--- src/rtl/lane_gather_reader.sv ---
// lane_gather_reader: captures N_LANES x WIDTH lanes from a packed parallel
// bus in one cycle. It then streams lanes 0, STEP, 2*STEP, ... (all below
// N_LANES) one beat at a time over a valid/ready interface.
// Ports:
//   i_clk, i_rst  clock (rising edge); asynchronous active-high reset
//   i_load        capture request, honoured only in IDLE
//   i_data        packed lanes, lane k = i_data[k*WIDTH +: WIDTH]
//   o_busy        high whenever the block is not IDLE
//   o_valid       beat valid
//   i_ready       consumer ready
//   o_data        value of the current lane
//   o_index       index of the current lane
//   o_last        current beat is the final beat of the burst
//   o_done        one-cycle pulse after the final handshake
module lane_gather_reader #(
    parameter int N_LANES = 10,
    parameter int WIDTH   = 8,
    parameter int STEP    = 1,
    parameter int IDX_W   = $clog2(N_LANES + STEP)
) (
    input  logic                       i_clk,
    input  logic                       i_rst,
    input  logic                       i_load,
    input  logic [N_LANES*WIDTH-1:0]   i_data,
    output logic                       o_busy,
    output logic                       o_valid,
    input  logic                       i_ready,
    output logic [WIDTH-1:0]           o_data,
    output logic [IDX_W-1:0]           o_index,
    output logic                       o_last,
    output logic                       o_done
);

    typedef enum logic [1:0] {
        IDLE = 2'd0,
        SEND = 2'd1,
        DONE = 2'd2
    } state_t;

    state_t                   state_q, state_d;
    logic [IDX_W-1:0]         idx_q, idx_d;
    logic [IDX_W-1:0]         idx_nxt;
    logic                     capture;
    logic                     last;
    logic [WIDTH-1:0]         lane_sel;
    logic [N_LANES*WIDTH-1:0] lane_flat;

    assign capture = (state_q == IDLE) && i_load;

    // IDX_W holds idx+STEP, so neither the sum nor the compare can wrap.
    assign idx_nxt = idx_q + IDX_W'(STEP);
    assign last    = (idx_nxt >= IDX_W'(N_LANES));

    for (genvar k = 0; k < N_LANES; k++) begin : g_lane
        logic [WIDTH-1:0] lane_q, lane_d;

        always_comb begin
            lane_d = lane_q;
            if (capture) begin
                lane_d = i_data[k*WIDTH +: WIDTH];
            end
        end

        always_ff @(posedge i_clk or posedge i_rst) begin
            if (i_rst) begin
                lane_q <= '0;
            end else begin
                lane_q <= lane_d;
            end
        end

        assign lane_flat[k*WIDTH +: WIDTH] = lane_q;
    end

    // Only indices that name a real lane can select data.
    always_comb begin
        lane_sel = '0;
        for (int k = 0; k < N_LANES; k++) begin
            if (idx_q == IDX_W'(k)) begin
                lane_sel = lane_flat[k*WIDTH +: WIDTH];
            end
        end
    end

    always_ff @(posedge i_clk or posedge i_rst) begin
        if (i_rst) begin
            state_q <= IDLE;
            idx_q   <= '0;
        end else begin
            state_q <= state_d;
            idx_q   <= idx_d;
        end
    end

    always_comb begin
        state_d = state_q;
        idx_d   = idx_q;
        o_valid = 1'b0;
        o_data  = '0;
        o_index = '0;
        o_last  = 1'b0;
        o_done  = 1'b0;
        o_busy  = (state_q != IDLE);
        unique case (state_q)
            IDLE: begin
                if (i_load) begin
                    state_d = SEND;
                    idx_d   = '0;
                end
            end
            SEND: begin
                o_valid = 1'b1;
                o_data  = lane_sel;
                o_index = idx_q;
                o_last  = last;
                if (i_ready) begin
                    if (last) begin
                        state_d = DONE;
                    end else begin
                        idx_d = idx_nxt;
                    end
                end
            end
            DONE: begin
                o_done  = 1'b1;
                state_d = IDLE;
                idx_d   = '0;
            end
            default: begin
                state_d = IDLE;
                idx_d   = '0;
            end
        endcase
    end

endmodule

--- config.mk ---
export PLATFORM = sky130hd
export DESIGN_NAME = lane_gather_reader
export DESIGN_NICKNAME = d
export VERILOG_FILES = /design/src/rtl/lane_gather_reader.sv
export SDC_FILE = /design/constraint.sdc
export NUM_CORES = 1
export LEC_CHECK = 0
export ABC_CLOCK_PERIOD_IN_PS = 7000
export CAP_MARGIN = 5
export CORE_MARGIN = 2
export CORE_UTILIZATION = 25
export DETAILED_ROUTE_END_ITERATION = 8
export GPL_TIMING_DRIVEN = 0
export SLEW_MARGIN = 20
export SYNTH_ARGS = -nofsm -noshare
export SYNTH_HDL_FRONTEND = slang
export SYNTH_SLANG_ARGS = --single-unit
--- constraint.sdc ---
create_clock -name i_clk -period 7 [get_ports i_clk]
set_input_delay 1.05 -clock i_clk [delete_from_list [all_inputs] [get_ports i_clk]]
set_output_delay 1.05 -clock i_clk [all_outputs]
set_load 0.02 [all_outputs]
Word-level counts from Yosys, hierarchy flattened
Cells that the tools add are included.
W data, S select, Z words.
- add/sub/neg operators: 1
- magnitude comparators: 1
- eq/ne operators: 15
- multiplexer cells: 23
- reduce and logical (&&, ||, !) cells: 6
- operator list (cell ; number):
    $mux W8 ; 11
    $eq A4 B3 Y1 const B ; 4
    $mux W4 ; 4
    $eq A4 B2 Y1 const B ; 2
    $eq A4 B4 Y1 const B ; 2
    $ne A2 B2 Y1 const B ; 4
    $pmux W4 S2 ; 1
    $mux W2 ; 3
    $reduce_and A3 Y1 ; 2
    $add A4 B1 Y4 const B ; 1
    $eq A4 B1 Y1 const B ; 1
    $ge A4 B4 Y1 const B ; 1
    $logic_not A4 Y1 ; 1
    $pmux W2 S2 ; 1
    $mux W1 ; 3
    $eq A2 B1 Y1 const B ; 1
    $eq A2 B2 Y1 const B ; 1
    $logic_not A2 Y1 ; 1
    $reduce_bool A2 Y1 ; 1
    $logic_and A1 B1 Y1 ; 1
- bits in registers: 86
- output and inout port bits: 16
- logic and storage cells: 58

Longest topological paths before layout
- depth after elaboration: 12
- depth in mapped cells: 8
- mapped depth without buffers: 6

Worst setup path after synthesis
OpenSTA, ideal clock, no wires.
- path kind: register to output
- start: register idx_q[1]
- end: output o_data[0]
- data arrival time: 1.954 ns
- data required time: 5.950 ns
- setup slack: 3.996 ns
- cell stages (with the launch flop): 8
- cell sequence: dfrtp_1 > inv_1 > ha_1 > clkbuf_1 > inv_1 > o21ai_0 > nand2_1 > o31ai_1
- cells in the longest elaborated chain, start to end: 12
- RTL lines (element ; line ; source):
    start, declared ; 41 ; logic [IDX_W-1:0] idx_q, idx_d;
    start signal, assigned ; 91 ; idx_q <= idx_d;
    $logic_not A4 Y1 ; 79 ; if (idx_q == IDX_W'(k)) begin
    $mux W8 (9 in a row) ; 79 ;
    $mux W8 (*) ; 79 ;
    $mux W8 (*) ; 104 ; unique case (state_q)
    end, declared ; 28 ; output logic [WIDTH-1:0] o_data,
Mark *: on every way between the ends. The rest lies on a longest branch, timed or not.

Worst setup path after layout
- start: register idx_q[1]
- end: output o_data[2]
The elaborated chain is that of the path after synthesis.

==> flow_summary.ini <==
[run_status]
status = finished, final reports clean

[detailed_routing]
drt_first_iter_violations = 242
drtPass1Iterations = 4
wirelength_mm = 12.2
drc_errors = 0
vias = 3153
ant_nets = 0
routedWlPerCell_um = 18.2
via_per_inst = 4.72

[placement]
pre_cts_ws_ps = 2750
globalplace.congestion = 0.854
portBuffers = 99
dp_hpwl_mm = 9.30

[pwr]
p_leak_nw = 2.29
total_power_mw = 2.49
p_per_area_nw_per_um2 = 438
ir_worst_vdd_uv = 216

[cells_and_area]
drive_gt1_frac = 0.232
area_growth_pct = 38.0
finalNetCount = 536
n_antenna_cell = 0

[cts]
clk_latency_ps = 340
tritoncts = done
path_clk_slew_ps = 60
cts_buffers = 9
cts_max_level = 3
cts_root_buffer = clkbuf_16
post_cts_buffers = 0
clock_sinks = 86
cts_hold_buf = 0
clockBufferDepth = 2
cts.repair.resized = 0

[min_path]
hp-start = g_lane[4].lane_q[2]
hp-class = register to register
min_to = g_lane[4].lane_q[2]
hold_depth = 1

[flow_run]
drv_cap = 0

[timing]
fmax_ghz = 0.215
setup_slack_ps = 2360
final-setup-viol-count = 0
tightest_slew_ps = 719
rsz0062_at_grt = false
skew_ps = 5.11
slew_violations = 0
period_minus_slack_ps = 4640
period_share = 0.663
fin_tns_setup_ps = 0
hold_viol_final = 0
max_slew_margin = 0.520

[worst_setup_path]
cp-start-kind = register
worstPathArrival_ps = 3590
setup.worst_path.class = register to output pin
worstPathRequired_ps = 5950
r2r_setup_slack_ps = 4820
end_kind = output pin
ff2ff_path_depth = 4
reg2reg_to = g_lane[8].lane_q[4]
crit_fanout = 10
timing.rr.start = state_q[0]

[grt]
grt-ovfl-total = 0
grt_pass1_vias = 3341
grt.total_usage = 0.141
grt_pass1_wl_mm = 18.9
antenna_found_initial = 0
grt_max_degree = 55

[floorplan]
start_util = 0.257
dieArea_um2 = 17500
core_area_um2 = 16000
io_pins = 100
row_count = 46
die_h_um = 132
die_x_um = 132

[yosys]
syn-mean-instance-area_um2 = 12.3
yosysWarnings = 0
syn_nets = 425
netlist_instances = 336
synth_area_um2 = 4120
synth_seq_area_share = 0.523
synth_seq_cells = 86
synth.distinct_cells = 42
==> report_power, final <==
group	internal [mW]	switching, mW
Combinational	0.566	0.578
Clock	0.274	0.188
Sequential	0.746	0.139
Total	1.59	0.905
==> how the worst max path moves through the flow <==
stage,slack [ps],startpoint,endpoint
floorplan,3730,i_rst,g_lane[0].lane_q[0]
global placement,2430,i_rst,g_lane[9].lane_q[7]
global route,2140,idx_q[1],o_data[2]
finish,2360,idx_q[1],o_data[2]
detailed placement,2750,idx_q[1],o_data[0]
CTS,2360,idx_q[1],o_data[2]
==> final cells by class <==
class | count | area, µm²
flip-flops and latches | 86 | 2150
clock buffers | 11 | 233
multi-input cells | 213 | 1810
plain buffers | 21 | 100
repair buffers | 100 | 1010
inverters | 16 | 62.6
well taps | 216 | 270
fillers | 1637 | 10300
clock inverters | 5 | 50.0
==> per-layer routing <==
layer	global-route usage	up-vias	wire length [µm]
li1	-	1470	-
met1	0.188	1552	5540
met2	0.217	113	5570
met3	0.0450	18	799
met4	0.0472	0	244
met5	0	-	0
==> synthesized netlist by cell type, drive strengths merged <==
cell     number  area, µm²
and3          2       12.5
or4           1       11.3
a21boi        1       7.51
o21ai        18       90.1
buf          12       66.3
o31ai         7       52.6
a31o          1       8.76
nor2          9       33.8
a221oi       14        123
a22oi         1       7.51
or2           1       6.26
a41o          1       10.0
a221o         8       80.1
nand3b        1       7.51
a2111oi       1       8.76
ha            5       62.6
nand2b        3       18.8
a21oi         5       25.0
o22ai         1       6.26
xor2          1       8.76
or3           1       6.26
a2bb2oi       6       52.6
o221ai        1       8.76
o21a          6       45.0
nand2        18       67.6
a2111o        1       11.3
inv          16       60.1
nor3b         2       15.0
a22o          1       8.76
a211oi        2       15.0
and2          2       12.5
clkbuf        9       33.8
nor3          2       15.0
nor2b         7       43.8
o2bb2ai       1       8.76
dfrtp        86       2150
a222oi        7       70.1
mux2         74        833
nand4bb       1       11.3
==> cells by family after synthesis <==
logic type | count (synthesis) | share of synthesized area
xor+xnor | 1 | 0.00213
flops | 86 | 0.523
fa+ha+maj | 5 | 0.0152
compound gates | 83 | 0.155
buf+inv | 37 | 0.0389
mux | 74 | 0.202
simple gates | 50 | 0.0635
==> layout by cell type, fill, tap and decap left out, drive strengths merged, types with 2 or more instances in the layout <==
master | netlist | final
a222oi | 7 | 7
buf | 12 | 13
nor2 | 9 | 9
dfrtp | 86 | 86
and3 | 2 | 2
a2bb2oi | 6 | 6
inv | 16 | 16
o21a | 6 | 6
nor3 | 2 | 2
nor3b | 2 | 2
o21ai | 18 | 18
a221o | 8 | 8
a21oi | 5 | 5
clkinv | 0 | 4
clkdlybuf4s50 | 0 | 99
a211oi | 2 | 2
o31ai | 7 | 7
and2 | 2 | 2
clkbuf | 9 | 20
nand2b | 3 | 3
ha | 5 | 5
a221oi | 14 | 14
nand2 | 18 | 18
nor2b | 7 | 7
mux2 | 74 | 74
==> through the flow <==
step	hold WS [ps]	cell area [µm²]	utilization	cells
final	509	5680	0.355	668
after global routing	521	5680	0.355	668
after CTS	512	5680	0.355	668
after detailed placement	496	5400	0.338	652
after global placement	490	5380	0.336	651
after floorplan	475	4120	-	336
==> worst max-delay path: stages, from the launching register on <==
cell             delay [ps]
dfrtp_1                 430
inv_1                   140
ha_1                    250
clkbuf_1                430
inv_1                   260
nor2_1                  560
a222oi_1                280
o31ai_1                 200
clkdlybuf4s50_1         690
==> sequential cells by signal (all words and copies together), names as in the netlist <==
name           cells
state_q            2
idx_q              4
g_lane.lane_q     80
No activity file was read; power rests on OpenSTA's default activity.
==> variant 1 (same settings) <==
Reset style: synchronous (`i_rst`), changed in 2 clocked blocks. Comments in the files are not updated.
--- a/src/rtl/lane_gather_reader.sv
+++ b/src/rtl/lane_gather_reader.sv
@@ -62,5 +62,5 @@
         end
 
-        always_ff @(posedge i_clk or posedge i_rst) begin
+        always_ff @(posedge i_clk) begin
             if (i_rst) begin
                 lane_q <= '0;
@@ -83,5 +83,5 @@
     end
 
-    always_ff @(posedge i_clk or posedge i_rst) begin
+    always_ff @(posedge i_clk) begin
         if (i_rst) begin
             state_q <= IDLE;
Check against the original RTL: differs if i_rst is asserted again (counterexample within 4 cycles, from zero or initial values and one cycle with i_rst high); with i_rst held inactive, the same outputs for 10 cycles.
==> variant 1 against the unedited design <==
  * First-iteration DRC count rose by 26%
  * Design area rose by 0.73%
  * Critical path depth rose by 2
  * Sequential share of layout area fell by 7.8 points
  * Wire length rose by 10%
  * Area after synthesis rose by 0.43%
  * Sequential cell count did not move
  * Setup slack improved by 0.30 ns
  * Highest routed layer unchanged
Power is not compared: it rests on default switching activity, and its combinational part moved more than twofold at a synthesized area within 25%.
==> variant 1: results (changes against the unedited design) <==
Run status
  • Outcome: completed

Worst setup path
  • Critical Path Sink: o_data[4]
  • Critical Path AT: 3.29 ns (-0.30 ns)
  • Worst reg-to-reg setup slack: 5.02 ns (+0.20 ns)
  • R2R depth: 6 (+2)
  • RR Endpoint: idx_q[3]

Finish
  • Fin nets: 781 (+46%)

Synthesis
  • Share of synthesized registers carrying an async set or reset: 0 (-1.00)
  • Compound-cell area share of the yosys netlist: 0.255 (+0.0995)
  • Post-synthesis sequential area ratio: 0.416 (-0.106)
  • Netlist cell types: 36 (-14%)
  • Post-synthesis instance total: 583 (+74%)
  • Top post-synthesis cells by count: nand2_1, a21oi_1, dfxtp_1
  • Top cells by area, synth: dfxtp_1, nand2_1, a21oi_1
  • Area share of fa/ha/maj cells after synthesis: 0.0151 (-0.0000644)
  • Syn nets: 672 (+58%)
  • Post-synthesis xor/xnor area fraction: 0.00212 (-0.00000901)
  • Post-synthesis mux area share: 0 (-0.202)

Worst hold path
  • WHS Path Cells: 2 (+1)
  • Hold Crit Endpoint: g_lane[2].lane_q[0]

Route
  • DRT iter0 DRCs: 305 (+26%)
  • Final wirelength: 13.4 mm (+10%)
  • Routed met3 length: 739 um (-7.5%)
  • DR vias/cell: 4.59 (-2.7%)
  • Met1 WL: 6.60 mm (+19%)
  • WL per Instance: 14.6 um (-20%)

Placement
  • Post-Place Cells: 901 (+38%)
  • I/O Buffers: 98 (-1.0%)

GRT
  • Global-route track usage on met2: 0.239 (+0.0219)
  • Grt met3 use: 0.0368 (-0.00820)
  • Tot GR Track Use: 0.154 (+0.0131)
  • Vias in the first global route: 4182 (+25%)

Timing
  • Hold WS: 0.454 ns (-0.0545 ns)
  • Worst slew pin tran: 0.727 ns (+0.00856 ns)
  • Period utilisation layout: 0.621 (-0.0425)
  • Clock Skew: 0.00482 ns (-0.000289 ns)
[variant 1: cell count changes after synthesis, moves of 7 or more]
| cell | delta |
|---|---|
| a221oi_1 | -7 |
| dfrtp_1 | -86 |
| mux2_2 | -74 |
| a222oi_1 | -7 |
| nand3b_1 | +13 |
| dfxtp_1 | +86 |
| a221o_1 | -8 |
| a21oi_1 | +112 |
| clkbuf_1 | +32 |
| nand2_1 | +167 |
| o22ai_1 | +13 |
[variant 1: area by class of cell]
class / instances / share of cell area
multi-input cells: 430 / 0.376
flip-flops and latches: 86 / 0.301
repair buffers: 98 / 0.171
well taps: 220 / 0.0481
clock buffers: 11 / 0.0441
plain buffers: 47 / 0.0321
clock inverters: 5 / 0.0142
inverters: 20 / 0.0131
[variant 1: power breakdown]
group | internal (uW) | switching [uW] | leakage [uW]
Sequential | 516 | 19.3 | 0.000705
Combinational | 82.0 | 87.3 | 0.00113
Clock | 332 | 189 | 0.000162
==> variant 2 (same settings) <==
Without the edit above. Set the parameter `WIDTH` to 7 (it was 8).
--- a/src/rtl/lane_gather_reader.sv
+++ b/src/rtl/lane_gather_reader.sv
@@ -15,5 +15,5 @@
 module lane_gather_reader #(
     parameter int N_LANES = 10,
-    parameter int WIDTH   = 8,
+    parameter int WIDTH   = 7,
     parameter int STEP    = 1,
     parameter int IDX_W   = $clog2(N_LANES + STEP)
Ports: changed (resized i_data and o_data); port bits go from 100 to 89. The function was not compared with the original's and may differ.
==> variant 2 against the unedited design <==
  * Design area shrank 7.1%
  * Worst hold slack lost 0.0019 ns
  * Count of clock-buffer cells in the layout shrank 1
  * Setup slack gained 0.33 ns
  * Area after synthesis shrank 8.3%
  * Final cell count shrank 4.8%
  * Wire length shrank 8.2%
  * Non-clock buffer count shrank 11
  * Total power shrank 1.9%
  * Sequential cell count shrank 10
  * Combinational power shrank 5%
  * Clock power grew 25%
  * Sequential share of layout area shrank 1.9 points
  * Core utilization grew 0.54 points
  * Largest power group unchanged
==> variant 2: results (changes against the unedited design) <==
Floorplanning
  • Tapcells: 184 (-15%)

Placement
  • DP HPWL: 8.54 mm (-8.1%)
  • I/O Buffers: 87 (-12%)
  • Post-Place Cells: 620 (-4.9%)

Synthesis
  • Top post-synthesis cells by count: dfrtp_1, mux2_2, nand2_1
  • Post-synthesis xor/xnor area fraction: 0.00464 (+0.00251)
  • Compound-cell area share of the yosys netlist: 0.180 (+0.0246)
  • Post-synthesis mux area share: 0.146 (-0.0563)
  • Post-synthesis sequential area ratio: 0.503 (-0.0192)
  • Area share of fa/ha/maj cells after synthesis: 0.0166 (+0.00137)
  • Netlist cell types: 41 (-2.4%)

Finish
  • Non-CTS buffers: 110 (-9.1%)
  • Area of the multi-input gates: 1630 um^2 (-9.8%)
  • Largest registers: g_lane.lane_q x70, idx_q x4, state_q x2
  • Fin nets: 526 (-1.9%)
  • Final-layout fill cell count: 1452 (-11%)
  • Multi-input logic cell count: 222 (+4.2%)

Timing
  • Clock Skew: 0.00337 ns (-0.00174 ns)
  • Achievable Freq: 0.232 GHz (+7.6%)

GRT
  • Vias in the first global route: 3343 (+0.060%)
  • Tot GR Track Use: 0.144 (+0.00310)
  • First-pass GRT wire length: 18.0 mm (-4.8%)
  • Global-route track usage on met2: 0.231 (+0.0141)
  • Largest net degree at the start of global routing: 47 (-15%)

Route
  • Met2 wire length: 5.22 mm (-6.3%)
  • Final wirelength: 11.2 mm (-8.2%)
  • Routed met3 length: 506 um (-37%)
  • Vias: 3078 (-2.4%)

Worst setup path
  • Critical Path Sink: o_data[4]
  • R2R depth: 5 (+1)
  • Worst-path maximum fanout: 8 (-2)
  • Critical Path AT: 3.26 ns (-0.33 ns)

Power
  • P_int: 1560 uW (-1.7%)

Run status
  • Outcome: completed
[variant 2: changes by cell type in the layout (fill, tap and decap cells not counted), sizes merged, moves of 7 or more]
cell and delta:
inv +12, clkdlybuf4s50 -12, o31ai -7, dfrtp -10, a21oi +11, a21o +8, nand2 +19, a222oi -7
mux2 -25
[variant 2: worst max-delay path: stages (launching register included)]
cell and delay, ns:
dfrtp_1 0.44, inv_1 0.13, ha_1 0.22, buf_2 0.18, or2_1 0.22, buf_1 0.17, a221oi_1 0.45, o221ai_1 0.21
o211ai_1 0.26, clkdlybuf4s50_1 0.65
[variant 2: metrics by stage]
step                      total power [uW]  cell area (um^2)  utilization  hold WS, ns
final                                 2440              5280        0.361        0.507
after CTS                             2450              5280        0.361        0.510
after floorplan                       1460              3780            -        0.475
after detailed placement              1860              4910        0.335        0.497
after global placement                1830              4880        0.333        0.491
after global routing                  2590              5280        0.361        0.519
